File: src/rtl/saus_input_loader.sv
// Collects a row of signed residual samples, LANES per beat, into a zero-padded
// MAX_N-entry vector and holds it for the decomposition stage until it is consumed.
module saus_input_loader #(
    parameter int WIDTH = 16,
    parameter int MAX_N = 32,
    parameter int LANES = 4
) (
    input  logic                     clk,
    input  logic                     rst_n,
    input  logic                     in_valid,
    output logic                     in_ready,
    input  logic [LANES*WIDTH-1:0]   in_data,
    input  logic [1:0]               in_size,
    output logic                     out_valid,
    input  logic                     out_ready,
    output logic [MAX_N*WIDTH-1:0]   out_vector,
    output logic [1:0]               out_size,
    output logic                     size_err
);

    localparam int BEATS_MAX = MAX_N / LANES;
    localparam int CNTW      = $clog2(BEATS_MAX + 1);

    typedef enum logic [1:0] {
        IDLE = 2'd0,
        FILL = 2'd1,
        HOLD = 2'd2
    } state_t;

    state_t                   state_r;
    logic [CNTW-1:0]          cnt_r;
    logic [CNTW-1:0]          beats_r;
    logic [MAX_N*WIDTH-1:0]   buf_r;

    logic [31:0]              n_s;
    logic                     bad_s;
    logic [CNTW-1:0]          beats_s;
    logic [CNTW-1:0]          cnt_nxt_s;

    assign out_vector = buf_r;

    // Decode the row length; unsupported lengths fall back to a full MAX_N row.
    always_comb begin
        n_s       = 32'd4 << in_size;
        bad_s     = (n_s < 32'(LANES)) || (n_s > 32'(MAX_N));
        cnt_nxt_s = cnt_r + CNTW'(1);
        if (bad_s) begin
            beats_s = CNTW'(BEATS_MAX);
        end else begin
            beats_s = CNTW'(n_s / 32'(LANES));
        end
    end

    // Row assembly FSM; in_ready/out_valid are registered alongside the state.
    always_ff @(posedge clk or negedge rst_n) begin
        if (!rst_n) begin
            state_r   <= IDLE;
            cnt_r     <= '0;
            beats_r   <= '0;
            buf_r     <= '0;
            in_ready  <= 1'b1;
            out_valid <= 1'b0;
            out_size  <= 2'd0;
            size_err  <= 1'b0;
        end else begin
            case (state_r)
                IDLE: begin
                    if (in_valid) begin
                        out_size <= in_size;
                        size_err <= size_err | bad_s;
                        beats_r  <= beats_s;
                        cnt_r    <= CNTW'(1);
                        // Clear the whole buffer so a short row never exposes stale samples.
                        buf_r    <= '0;
                        for (int l = 0; l < LANES; l++) begin
                            buf_r[l*WIDTH +: WIDTH] <= in_data[l*WIDTH +: WIDTH];
                        end
                        if (beats_s == CNTW'(1)) begin
                            state_r   <= HOLD;
                            in_ready  <= 1'b0;
                            out_valid <= 1'b1;
                        end else begin
                            state_r   <= FILL;
                        end
                    end
                end
                FILL: begin
                    if (in_valid) begin
                        for (int l = 0; l < LANES; l++) begin
                            buf_r[(int'(cnt_r)*LANES + l)*WIDTH +: WIDTH] <= in_data[l*WIDTH +: WIDTH];
                        end
                        cnt_r <= cnt_nxt_s;
                        if (cnt_nxt_s == beats_r) begin
                            state_r   <= HOLD;
                            in_ready  <= 1'b0;
                            out_valid <= 1'b1;
                        end
                    end
                end
                HOLD: begin
                    if (out_ready) begin
                        state_r   <= IDLE;
                        cnt_r     <= '0;
                        in_ready  <= 1'b1;
                        out_valid <= 1'b0;
                    end
                end
                default: begin
                    state_r   <= IDLE;
                    cnt_r     <= '0;
                    in_ready  <= 1'b1;
                    out_valid <= 1'b0;
                end
            endcase
        end
    end

endmodule

File: config.mk
export PLATFORM = sky130hd
export DESIGN_NAME = saus_input_loader
export DESIGN_NICKNAME = d
export VERILOG_FILES = /design/src/rtl/saus_input_loader.sv
export SDC_FILE = /design/constraint.sdc
export NUM_CORES = 1
export LEC_CHECK = 0
export ABC_AREA = 1
export CORE_AREA = 2 2 230 232
export DETAILED_ROUTE_END_ITERATION = 8
export DIE_AREA = 0 0 232 234
export GPL_TIMING_DRIVEN = 0
export HOLD_SLACK_MARGIN = 0.15
export PLACE_DENSITY_LB_ADDON = 0.12
export SLEW_MARGIN = 5
export SYNTH_ARGS = -nofsm -noshare
export SYNTH_HDL_FRONTEND = slang
export SYNTH_SLANG_ARGS = --single-unit
File: constraint.sdc
create_clock -name clk -period 3.3 [get_ports clk]
set_clock_uncertainty 0.2 [all_clocks]
set_input_delay 0.99 -clock clk [delete_from_list [all_inputs] [get_ports clk]]
set_output_delay 0.99 -clock clk [all_outputs]
set_load 0.01 [all_outputs]
==> results of run 1 <==
metrics by stage:
stage,TNS [ps],setup slack (ps),instance area (µm²),utilization,hold slack (ps)
2_1_floorplan,0,353,21700,-,269
3_3_place_gp,-,-22020,28400,0.546,243
3_5_place_dp,-190510,-920,28600,0.549,255
4_1_cts,0,18.3,30500,0.587,268
5_1_grt,0,35.5,30500,0.587,275
6_report,0,247,30500,0.587,258
placed cells by master (no fill, tap or decap), types with 33 or more instances in the layout:
master	count
clkdlybuf4s50_1	585
dfrtp_1	526
nand2_1	395
nand3_1	364
o21ai_0	237
inv_1	201
o31ai_1	102
clkbuf_1	98
buf_2	66
o22ai_1	65
clkbuf_16	58
nor2_1	52
nand4_1	34
o21ai_1	33
layout make-up:
| cell class | instances | area (µm²) |
|---|---|---|
| antenna | 1 | 2.50 |
| buffer | 176 | 806 |
| clock buffer | 85 | 1740 |
| clock inverter | 13 | 176 |
| fill | 4602 | 21500 |
| inverter | 216 | 811 |
| multi-input combinational | 1357 | 6930 |
| sequential | 527 | 13200 |
| tap | 688 | 861 |
| timing repair buffer | 593 | 6030 |
sequential cells by signal (all words and copies together) (netlist names):
register and cells:
beats_r 4, cnt_r 4, in_ready 1, out_size 2, out_valid 1, out_vector 512, size_err 1, state_r 2
metal layers:
layer,part of all wire,GRT usage,vias to the layer above
li1,-,-,9054
met5,0.00059,0,-
met2,0.48,0.532,935
met1,0.38,0.387,10224
met4,0.060,0.162,8
met3,0.081,0.0846,244
worst reg2reg max path: cells and delay by family (launching register included):
family / cells / cell delay, ps
buffers and inverters: 3 / 840
adders and majority gates: 1 / 270
AOI/OAI and AO/OA: 1 / 170
and+or+nand+nor: 5 / 920
DFF: 1 / 510
how the worst min path moves through the flow:
stage                     to  slack, ps
finish              size_err        260
global route        size_err        270
CTS                 size_err        270
global placement    size_err        240
detailed placement  size_err        260
floorplan           in_ready        270
logic make-up (layout without fill, tap and decap cells):
| family | after synthesis | after routing | share of synthesized area |
|---|---|---|---|
| adders and majority gates | 10 | 10 | 0.00576 |
| DFF | 527 | 527 | 0.608 |
| and+or+nand+nor | 865 | 865 | 0.179 |
| other | 0 | 1 | 0 |
| xor gates and xnor gates | 2 | 2 | 0.000807 |
| buffers and inverters | 394 | 1083 | 0.0741 |
| AOI/OAI and AO/OA | 480 | 480 | 0.133 |
power by group:
group | switching (mW) | total (mW) | internal, mW
combinational | 5.09 | 7.95 | 2.87
clock | 2.63 | 6.56 | 3.92
sequential | 0.673 | 8.08 | 7.40
what timing repair did:
item                                    CTS  global route
endpoints found under the hold margin    35             0
hold buffers                              1             0
gates resized for setup                   8             8
endpoints found under the setup margin  325           168
pin swaps                                 1             1
buffers inserted                          1             0
==> impl_metrics.csv, run 1 <==
group,metric,value,unit
setup_path,worst-path-stages,10,
clock_tree,clockBufferDepth,3,
layout,fin_nets,3007,
synth,ys_warn_count,0,
route,first_pass_iters,6,
grt,track_usage,0.321,
hold_path,hp-class,"register to register",
route,ant_nets,0,
synth,synthTopCellsByCount,"dfrtp_1 (526), nand2_1 (395), nand3_1 (364)",
setup_path,r2r_cells,10,
synth,syn_nets,2358,
placement,place.gp.congestion,0.938,
route,vias_per_cell,5.60,
layout,syn_to_final_growth,40.7,%
synth,synth.area.top_cells,"dfrtp_1 (61%), nand3_1 (8.4%), nand2_1 (6.8%)",
hold_path,whs_path_depth,1,
setup_path,r2r-end,"out_vector[205]",
setup_path,crit_buf_inv,3,
route,wire_per_inst,24.1,µm
synth,synth_top_area_frac,0.606,
floorplanning,design.die.area,54300,µm²
power,p_leak,13.2,nW
setup_path,slowest_stage,"dfrtp_1",
synth,synth_cells,2278,
route,vias,20465,
sta,fin_crit_sh,0.925,
power,power-per-cell-area,740,nW/µm²
synth,synth_edf_count,0,
grt,grt_overflow,0,
route,first_iter_violations,1729,
setup_path,crit_path_end_kind,"register",
grt,antenna_found_initial,5,
floorplanning,dieWidth,232,µm
sta,setup_violations,0,
floorplanning,placementRows,84,
synth,synth-seq-cells,527,
setup_path,cp-startpoint,"cnt_r[1]",
clock_tree,clock_sinks,527,
floorplanning,start_util,0.417,
floorplanning,io_pins,587,
setup_path,r2r-start,"cnt_r[1]",
setup_path,crit_end,"out_vector[205]",
route,drt-total-wl,88200,µm
clock_tree,cts_root_buf,"clkbuf_16",
clock_tree,clock_latency,600,ps
setup_path,path_class,"register to register",
synth,synth_ff_type,"dfrtp_1",
sta,final-hold-violation-count,0,
sta,relSlewSlack,0.477,
placement,dpl.cell_count,3557,
layout,fin_cells,3656,
setup_path,crit_chain,"nor2_4, inv_2, buf_2, nor2_1, ha_1, nand2_1, nor2_1, nand2_1, clkbuf_1, o22ai_1",
grt,grt_max_degree,118,
clock_tree,cts_tree,"done",
setup_path,startpoint_type,"register",
setup_path,cp_max_fo,10,
synth,yosysTopAreaCell,"dfrtp_1",
power,power.total,22.6,mW
grt,grt_pass1_wl,130000,µm
clock_tree,clkTransAtPathRegs,60,ps
power,ir_worst_vdd,0.445,mV
sta,fin_crit,3050,ps
synth,yosysMostFrequentCell,"dfrtp_1",
sta,rsz0062_at_grt,"no",
sta,max_freq,328,MHz
clock_tree,cts_buffers,56,
clock_tree,htree_levels,2,
synth,syn_area_per_cell,9.53,µm²
floorplanning,core_area,52000,µm²
sta,slew_viol_final,0,
outcome,outcome,"finished, final reports clean",
setup_path,cp.arrival,3300,ps
setup_path,max_stage_delay,510,ps
hold_path,min_from,"size_err",
setup_path,cp.required,3550,ps
setup_path,rrSetupSlack,250,ps
grt,first_global_vias,20434,
sta,worst_slew_pin_slew,785,ps
synth,synth_area,21700,µm²
run,maxCapViolCount,0,
synth,seq_area_frac_synth,0.608,
synth,synth.distinct_cells,35,
placement,dp_hpwl,67800,µm
setup_path,critical_path.top_delay_family,"simple AND/OR/NAND/NOR gates",
synth,ys_async_sr_fraction,1.00,
floorplanning,die_y,234,µm
placement,io_buffers,586,
layout,drive_gt1_frac,0.0718,
route,route.detailed.drc,0,
(Power assumes the default switching activity.)
==> inputs of run 2 (changes only) <==
--- a/config.mk
+++ b/config.mk
@@ -6,12 +6,14 @@
 export NUM_CORES = 1
 export LEC_CHECK = 0
 export ABC_AREA = 1
+export CAP_MARGIN = 0
 export CORE_AREA = 2 2 230 232
 export DETAILED_ROUTE_END_ITERATION = 8
 export DIE_AREA = 0 0 232 234
 export GPL_TIMING_DRIVEN = 0
 export HOLD_SLACK_MARGIN = 0.15
 export PLACE_DENSITY_LB_ADDON = 0.12
+export SKIP_CTS_REPAIR_TIMING = 1
 export SLEW_MARGIN = 5
 export SYNTH_ARGS = -nofsm -noshare
 export SYNTH_HDL_FRONTEND = slang
==> impl_metrics.csv, run 2 (synthesis gave the netlist of run 1 again) <==
group,metric,value,unit
setup_path,rrSetupSlack,190,ps
power,swShare,0.372,
sta,setup_slack,193,ps
setup_path,cp.required,3580,ps
sta,fin_crit,3110,ps
route,vias_per_cell,5.59,
power,p_seq_frac,0.357,
sta,rsz0062_at_grt,"no",
floorplanning,placementRows,84,
grt,first_global_vias,20437,
setup_path,crit_path_end_kind,"register",
floorplanning,core_area,52000,µm²
power,p_leak,13.2,nW
layout,post-route-cell-area,30600,µm²
sta,tns,0,ps
clock_tree,clock_sinks,527,
layout,final_util,0.588,
floorplanning,dieWidth,232,µm
route,drt-total-wl,88300,µm
floorplanning,die_y,234,µm
placement,place.gp.congestion,0.938,
sta,setup_violations,0,
placement,placed_cell_area,28600,µm²
grt,grt_max_degree,118,
layout,layout_commonest_cell,"clkdlybuf4s50_1",
clock_tree,cts_buffers,56,
hold_path,min_to,"size_err",
route,vias,20463,
setup_path,max_stage_delay,510,ps
sta,relSlewSlack,0.475,
sta,slew_viol_final,0,
hold_path,hp-class,"register to register",
placement,io_buffers,586,
layout,largest_reg_flops,512,
sta,fin_crit_sh,0.942,
clock_tree,htree_levels,2,
outcome,outcome,"finished, final reports clean",
setup_path,r2r_cells,12,
setup_path,path_class,"register to register",
power,switching_power,8.41,mW
clock_tree,cts_tree,"done",
setup_path,r2r-end,"out_vector[273]",
layout,fin_nets,3011,
layout,n_fill_cell,4603,
setup_path,slowest_stage,"dfrtp_1",
power,combPwrFrac,0.353,
clock_tree,clockBufferDepth,3,
placement,post-place-ws,-920,ps
hold_path,whs_path_depth,1,
route,first_pass_iters,6,
grt,grt_overflow,0,
sta,max_freq,322,MHz
sta,final-hold-violation-count,0,
setup_path,cp_max_fo,11,
setup_path,startpoint_type,"register",
floorplanning,io_pins,587,
run,maxCapViolCount,0,
power,ir_worst_vdd,0.446,mV
sta,whs,258,ps
sta,worst_slew_pin_slew,788,ps
setup_path,crit_chain,"inv_2, buf_6, buf_6, ha_2, ha_1, inv_1, nor2_1, o21ai_1, buf_2, buf_2, nand2_1, o41ai_1",
layout,final_cell_mix,"clkdlybuf4s50_1 (585), dfrtp_1 (526), nand2_1 (395), nand3_1 (364), o21ai_0 (237)",
grt,antenna_found_initial,5,
setup_path,r2r-start,"cnt_r[0]",
route,route.detailed.drc,0,
route,wire_per_inst,24.1,µm
power,p_int,14.2,mW
clock_tree,cts_root_buf,"clkbuf_16",
setup_path,cp.arrival,3390,ps
power,power_frac_clock,0.290,
power,power-per-cell-area,740,nW/µm²
floorplanning,design.die.area,54300,µm²
clock_tree,clkTransAtPathRegs,60,ps
clock_tree,clock_latency,600,ps
hold_path,min_from,"size_err",
layout,drive_gt1_frac,0.0727,
route,ant_nets,0,
layout,syn_to_final_growth,40.8,%
route,first_iter_violations,1704,
grt,track_usage,0.320,
floorplanning,start_util,0.417,
placement,dp_hpwl,67800,µm
grt,grt_pass1_wl,130000,µm
==> run 2: layout make-up <==
cell class                      count  area, µm²  share of cell area
Sequential cell                   527      13200               0.431
Timing Repair Buffer              596       6050               0.198
Clock buffer                       85       1740              0.0570
Clock inverter                     13        176             0.00577
Tap cell                          688        861              0.0282
Multi-Input combinational cell   1357       6920               0.226
Inverter                          216        811              0.0265
Antenna cell                        3       7.51            0.000246
Buffer                            177        815              0.0266
==> run 2: worst max-delay path: cells and delay by family, from the launching register on <==
| family | cells | cell delay, ps |
|---|---|---|
| simple gates | 2 | 130 |
| compound gates | 2 | 550 |
| fa+ha+maj | 2 | 430 |
| flops | 1 | 510 |
| buf+inv | 6 | 1170 |
==> run 2: power by group through the flow <==
stage / combinational, mW / sequential, mW / clock [mW]
after floorplan: 3.56 / 8.42 / 0
after global placement: 7.71 / 8.16 / 0
after detailed placement: 7.84 / 8.15 / 0
after CTS: 7.88 / 8.07 / 6.63
after global routing: 8.63 / 8.16 / 6.94
final: 7.99 / 8.08 / 6.56
==> run 2: metrics by stage <==
step	power, mW	cells
floorplan	12.0	2278
finish	22.6	3662
global route	23.7	3659
detailed placement	16.0	3557
CTS	22.6	3655
global placement	15.9	3552
==> run 2: per-layer routing <==
metal / part of all wire / track usage
met2: 0.48 / 0.530
met4: 0.059 / 0.167
met3: 0.086 / 0.0838
met1: 0.38 / 0.387
met5: 0.00059 / 0
==> run 2: how the worst max path moves through the flow <==
stage / start / to / slack (ps)
after floorplan: cnt_r[0] / out_vector[10] / 350
after global placement: rst_n / out_vector[454] / -22020
after detailed placement: cnt_r[0] / out_vector[62] / -920
after CTS: cnt_r[0] / out_vector[62] / -960
after global routing: cnt_r[0] / out_vector[273] / 30
final: cnt_r[0] / out_vector[273] / 190
==> patch 1, RTL diff (settings of run 1) <==
`LANES`: 4 -> 2.
--- a/src/rtl/saus_input_loader.sv
+++ b/src/rtl/saus_input_loader.sv
@@ -5,3 +5,3 @@
     parameter int MAX_N = 32,
-    parameter int LANES = 4
+    parameter int LANES = 2
 ) (
Ports: changed (resized in_data); port bits go from 587 to 555. No check against the original RTL was run, so the function may have changed too.
==> patch 1 against run 1 <==
- setup slack worse by 0.060 ns
- sequential cell count is 1 higher
- routed wire length is 5.8% lower
- design area is 2.0% higher
- synthesized area increased by 4.1%
- die area unchanged
- total power decreased by 14%
- global-route usage decreased by 1.9 points
==> patch 1: results (changes against run 1) <==
r2r_slack_ns: 0.19  # was 0.25 ns
grt_use_met1_pct: 40.6  # was 38.7%
p_int_mw: 12.3  # was 14.2 mW
post_cts_buffers: 0  # was 1
wl_per_cell_um: 21.4  # was 24.1 um
path_delay_family: "buffers and inverters"  # was simple AND/OR/NAND/NOR gates
leakagePower_nw: 14.5  # was 13.2 nW
hold_ws_ns: 0.256  # was 0.258 ns
synth.distinct_cells: 42  # was 35
tightestPinTransition_ns: 0.743  # was 0.785 ns
hold_depth: 1  # unchanged
drive_gt1_share_pct: 8.62  # was 7.18%
max_stage_delay_ns: 0.55  # was 0.51 ns
seq_area_frac_synth_pct: 58.5  # was 60.8%
synth_nets: 2575  # was 2358
reg2reg_to: "out_vector[193]$_DFFE_PN0P_"  # was out_vector[205]$_DFFE_PN0P_
synth_common_cells: "961 x nand2_1, 527 x dfrtp_1, 197 x nand3_1"  # was 526 x dfrtp_1, 395 x nand2_1, 364 x nand3_1
netlist_top_cells_area: "dfrtp_1 58%, nand2_1 16%, nand3_1 4.4%"  # was dfrtp_1 61%, nand3_1 8.4%, nand2_1 6.8%
wl_met2_um: 38000  # was 42300 um
io_buffers: 554  # was 586
grt_usage_pct: 30.2  # was 32.1%
met3WireLength_um: 6560  # was 7160 um
place_area_um2: 29100  # was 28600 um^2
status: "completed"  # unchanged
grt_pass1_wl_um: 125000  # was 130000 um
dr_total_vias: 20907  # was 20465
peakVddDrop_v: 0.000444  # was 0.000445 V
grt_max_degree: 118  # unchanged
syn-mean-instance-area_um2: 8.94  # was 9.53 um^2
viasPerCell: 5.38  # was 5.60
synthArstFlopShare_pct: 100  # unchanged
gp_congestion: 0.903  # was 0.938
dp_hpwl_um: 63500  # was 67800 um
drtIter0Drc: 1818  # was 1729
slowest_stage: "clkbuf_1"  # was dfrtp_1
power.density_nw_per_um2: 626  # was 740 nW/um^2
met1_length_um: 35100  # was 33400 um
dp_cells: 3775  # was 3557
antenna_found_initial: 3  # was 5
use_met3_pct: 7.13  # was 8.46%
patch 1: stage by stage:
step	setup slack (ns)	util (%)
3_5_place_dp	-0.105	56.0
2_1_floorplan	0.647	-
3_3_place_gp	-22.10	55.7
6_report	0.187	59.9
4_1_cts	0.0611	59.8
5_1_grt	0.0195	59.8
patch 1: how the worst max path moves through the flow:
| stage | to | slack [ns] | cells after the start |
|---|---|---|---|
| 4_1_cts | out_vector[302]$_DFFE_PN0P_ | 0.06 | 11 |
| 6_report | out_vector[193]$_DFFE_PN0P_ | 0.19 | 10 |
| 2_1_floorplan | out_vector[166]$_DFFE_PN0P_ | 0.65 | 13 |
| 3_5_place_dp | out_vector[347]$_DFFE_PN0P_ | -0.11 | 10 |
| 3_3_place_gp | out_vector[462]$_DFFE_PN0P_ | -22.10 | 1 |
| 5_1_grt | out_vector[238]$_DFFE_PN0P_ | 0.02 | 13 |
patch 1: kinds of logic after synthesis:
kind of cell	Yosys count	synth area share (%)
compound gates	288	8.67
buf+inv	318	6.08
flops	528	58.5
fa+ha+maj	9	0.498
simple gates	1384	26.2
xor+xnor	1	0.0388
patch 1: cell type report:
| type | count | area [um^2] |
|---|---|---|
| Inverter | 174 | 656 |
| Clock buffer | 81 | 1640 |
| Tap cell | 688 | 861 |
| Clock inverter | 22 | 313 |
| Antenna cell | 4 | 10.0 |
| Multi-Input combinational cell | 1682 | 8010 |
| Timing Repair Buffer | 561 | 5720 |
| Buffer | 143 | 717 |
| Sequential cell | 528 | 13200 |
| Fill cell | 4656 | 20900 |
patch 1: what timing repair did:
item,in CTS,in global routing
hold buffers,1,0
endpoints found under the hold margin,18,0
cloned,0,1
resized for setup,0,9
setup endpoints to repair,19,225
==> patch 2, RTL diff (flow settings as in run 1) <==
Made on the original files. Register the output `size_err` once more, cleared by the reset; this adds one clock of latency there. The other outputs are not delayed to match.
--- a/src/rtl/saus_input_loader.sv
+++ b/src/rtl/saus_input_loader.sv
@@ -28,2 +28,4 @@
     } state_t;
+
+    logic size_err_s0;
 
@@ -63,3 +65,3 @@
             out_size  <= 2'd0;
-            size_err  <= 1'b0;
+            size_err_s0 <= 1'b0;
         end else begin
@@ -69,3 +71,3 @@
                         out_size <= in_size;
-                        size_err <= size_err | bad_s;
+                        size_err_s0 <= size_err_s0 | bad_s;
                         beats_r  <= beats_s;
@@ -117,2 +119,10 @@
 
+    always_ff @(posedge clk or negedge rst_n) begin
+        if (!rst_n) begin
+            size_err <= '0;
+        end else begin
+            size_err <= size_err_s0;
+        end
+    end
+
 endmodule
Function: not settled (the Yosys comparison gave no result); the edit may change what the design does.
==> patch 2 against run 1 <==
- design area increased by 0.16%
- routed wire length is 1.5% higher
- synthesized area increased by 0.12%
- sequential cell count up 1
- via count is 1.1% higher
- count of clock-buffer cells in the layout grew 7
- setup slack worse by 0.099 ns
- final cell count up 0.25%
- total power grew 0.23%
- sequential share of layout area hardly changed
- critical path depth unchanged
- die area is the same
- largest cell class unchanged
- largest power group unchanged
==> patch 2: results (changes against run 1) <==
drtIter0Drc: 1876  # was 1729
io_buffers: 586  # unchanged
dp_cells: 3558  # was 3557
status: "completed"  # unchanged
fillers: 4620  # was 4602
h-tree-depth: 2  # unchanged
use_met3_pct: 7.62  # was 8.46%
top_layer: "met5"  # unchanged
met1_length_um: 34200  # was 33400 um
leakagePower_nw: 13.3  # was 13.2 nW
grt_use_met1_pct: 40.6  # was 38.7%
peakVddDrop_v: 0.000447  # was 0.000445 V
grt_usage_pct: 32.3  # was 32.1%
overflow: 0  # unchanged
met2_usage_pct: 51.8  # was 53.2%
wl_per_cell_um: 24.4  # was 24.1 um
antenna_found_initial: 2  # was 5
grt_pass1_vias: 20034  # was 20434
grt_max_degree: 114  # was 118
dr.pass1.iters: 5  # was 6
hold_ws_ns: 0.172  # was 0.258 ns
syn-mean-instance-area_um2: 9.53  # about the same
reg2reg_to: "out_vector[78]$_DFFE_PN0P_"  # was out_vector[205]$_DFFE_PN0P_
cts_made_buffers: 57  # was 56
min_from: "size_err_s0$_DFFE_PN0P_"  # was size_err$_DFFE_PN0P_
path_max_fanout: 11  # was 10
r2r_slack_ns: 0.15  # was 0.25 ns
ctsLongestPathBuffers: 3  # unchanged
timing.slew.headroom_pct: 50.8  # was 47.7%
wl_met2_um: 41900  # was 42300 um
grt_pass1_wl_um: 130000  # about the same
viasPerCell: 5.64  # was 5.60
hold_depth: 0  # was 1
drive_gt1_share_pct: 7.36  # was 7.18%
cts_root_buffer: "clkbuf_16"  # unchanged
gp_congestion: 0.930  # was 0.938
holdPathEnd: "size_err$_DFF_PN0_"  # was size_err$_DFFE_PN0P_
seq_area_frac_synth_pct: 60.8  # about the same
largest_register_ffs: 512  # unchanged
r2r-start: "cnt_r[0]$_DFFE_PN0P_"  # was cnt_r[1]$_DFFE_PN0P_
dr_total_vias: 20684  # was 20465
netlist_top_cells_area: "dfrtp_1 61%, nand3_1 8.4%, nand2_1 6.8%"  # unchanged
place_area_um2: 28600  # about the same
fin_nets: 3011  # was 3007
synth_nets: 2359  # was 2358
met3WireLength_um: 8000  # was 7160 um
dp_hpwl_um: 68700  # was 67800 um
p_switching_mw: 8.48  # was 8.40 mW
synth_common_cells: "527 x dfrtp_1, 395 x nand2_1, 364 x nand3_1"  # was 526 x dfrtp_1, 395 x nand2_1, 364 x nand3_1
patch 2: cell types whose count changed after synthesis, sizes merged:
cell / before / now
dfrtp: 526 / 527
patch 2: timing repair:
item	CTS	global route
pin swaps	1	0
setup endpoints to repair	325	156
resized for setup	9	13
hold buffers	1	0
setup buffers	1	0
hold endpoints to repair	30	0
patch 2: metrics by stage:
| stage | setup slack (ns) | utilization, % |
|---|---|---|
| 2_1_floorplan | 0.353 | - |
| 6_report | 0.148 | 58.8 |
| 3_5_place_dp | -0.853 | 55.0 |
| 4_1_cts | 0.0201 | 58.8 |
| 5_1_grt | 0.00496 | 58.8 |
| 3_3_place_gp | -22.05 | 54.7 |
patch 2: worst max path at each step:
stage,from,endpoint,cells past startpoint
2_1_floorplan,cnt_r[0]$_DFFE_PN0P_,out_vector[10]$_DFFE_PN0P_,13
5_1_grt,cnt_r[0]$_DFFE_PN0P_,out_vector[8]$_DFFE_PN0P_,13
3_5_place_dp,cnt_r[0]$_DFFE_PN0P_,out_vector[62]$_DFFE_PN0P_,10
6_report,cnt_r[0]$_DFFE_PN0P_,out_vector[78]$_DFFE_PN0P_,10
4_1_cts,cnt_r[0]$_DFFE_PN0P_,out_vector[207]$_DFFE_PN0P_,10
3_3_place_gp,rst_n,size_err$_DFF_PN0_,1
patch 2: power groups by stage:
stage          Combinational (mW)  Clock [mW]  Sequential, mW
2_1_floorplan                3.56           0            8.43
3_3_place_gp                 7.75           0            8.16
3_5_place_dp                 7.86           0            8.16
4_1_cts                      7.94        6.63            8.07
5_1_grt                      8.63        6.91            8.17
6_report                     8.02        6.53            8.08
patch 2: logic make-up (layout without fill, tap and decap cells):
kind of cell	after synthesis	count (layout)	share of synthesized area, %
and+or+nand+nor	865	865	17.8
DFF	528	528	60.8
AOI/OAI and AO/OA	480	480	13.3
buffers and inverters	394	1091	7.40
adders and majority gates	10	10	0.576
xor gates and xnor gates	2	2	0.0806
other	0	1	0
patch 2: layout make-up:
class / count / area, um^2 / share of cell area, %
flip-flops and latches: 528 / 13200 / 43.2
repair buffers: 593 / 6030 / 19.7
clock buffers: 92 / 1800 / 5.89
plain buffers: 178 / 821 / 2.68
well taps: 688 / 861 / 2.81
multi-input cells: 1357 / 6930 / 22.7
diodes: 1 / 2.50 / 0.00818
inverters: 216 / 811 / 2.65
clock inverters: 12 / 123 / 0.401
patch 2: critical path, cell delays in order (launching register included):
cell and delay, ns:
dfrtp_1 0.47, inv_2 0.17, clkbuf_8 0.22, buf_4 0.25
ha_2 0.28, ha_1 0.29, nand2_1 0.16, nor2_1 0.08
nand2_1 0.25, clkbuf_1 0.44, o22ai_1 0.18
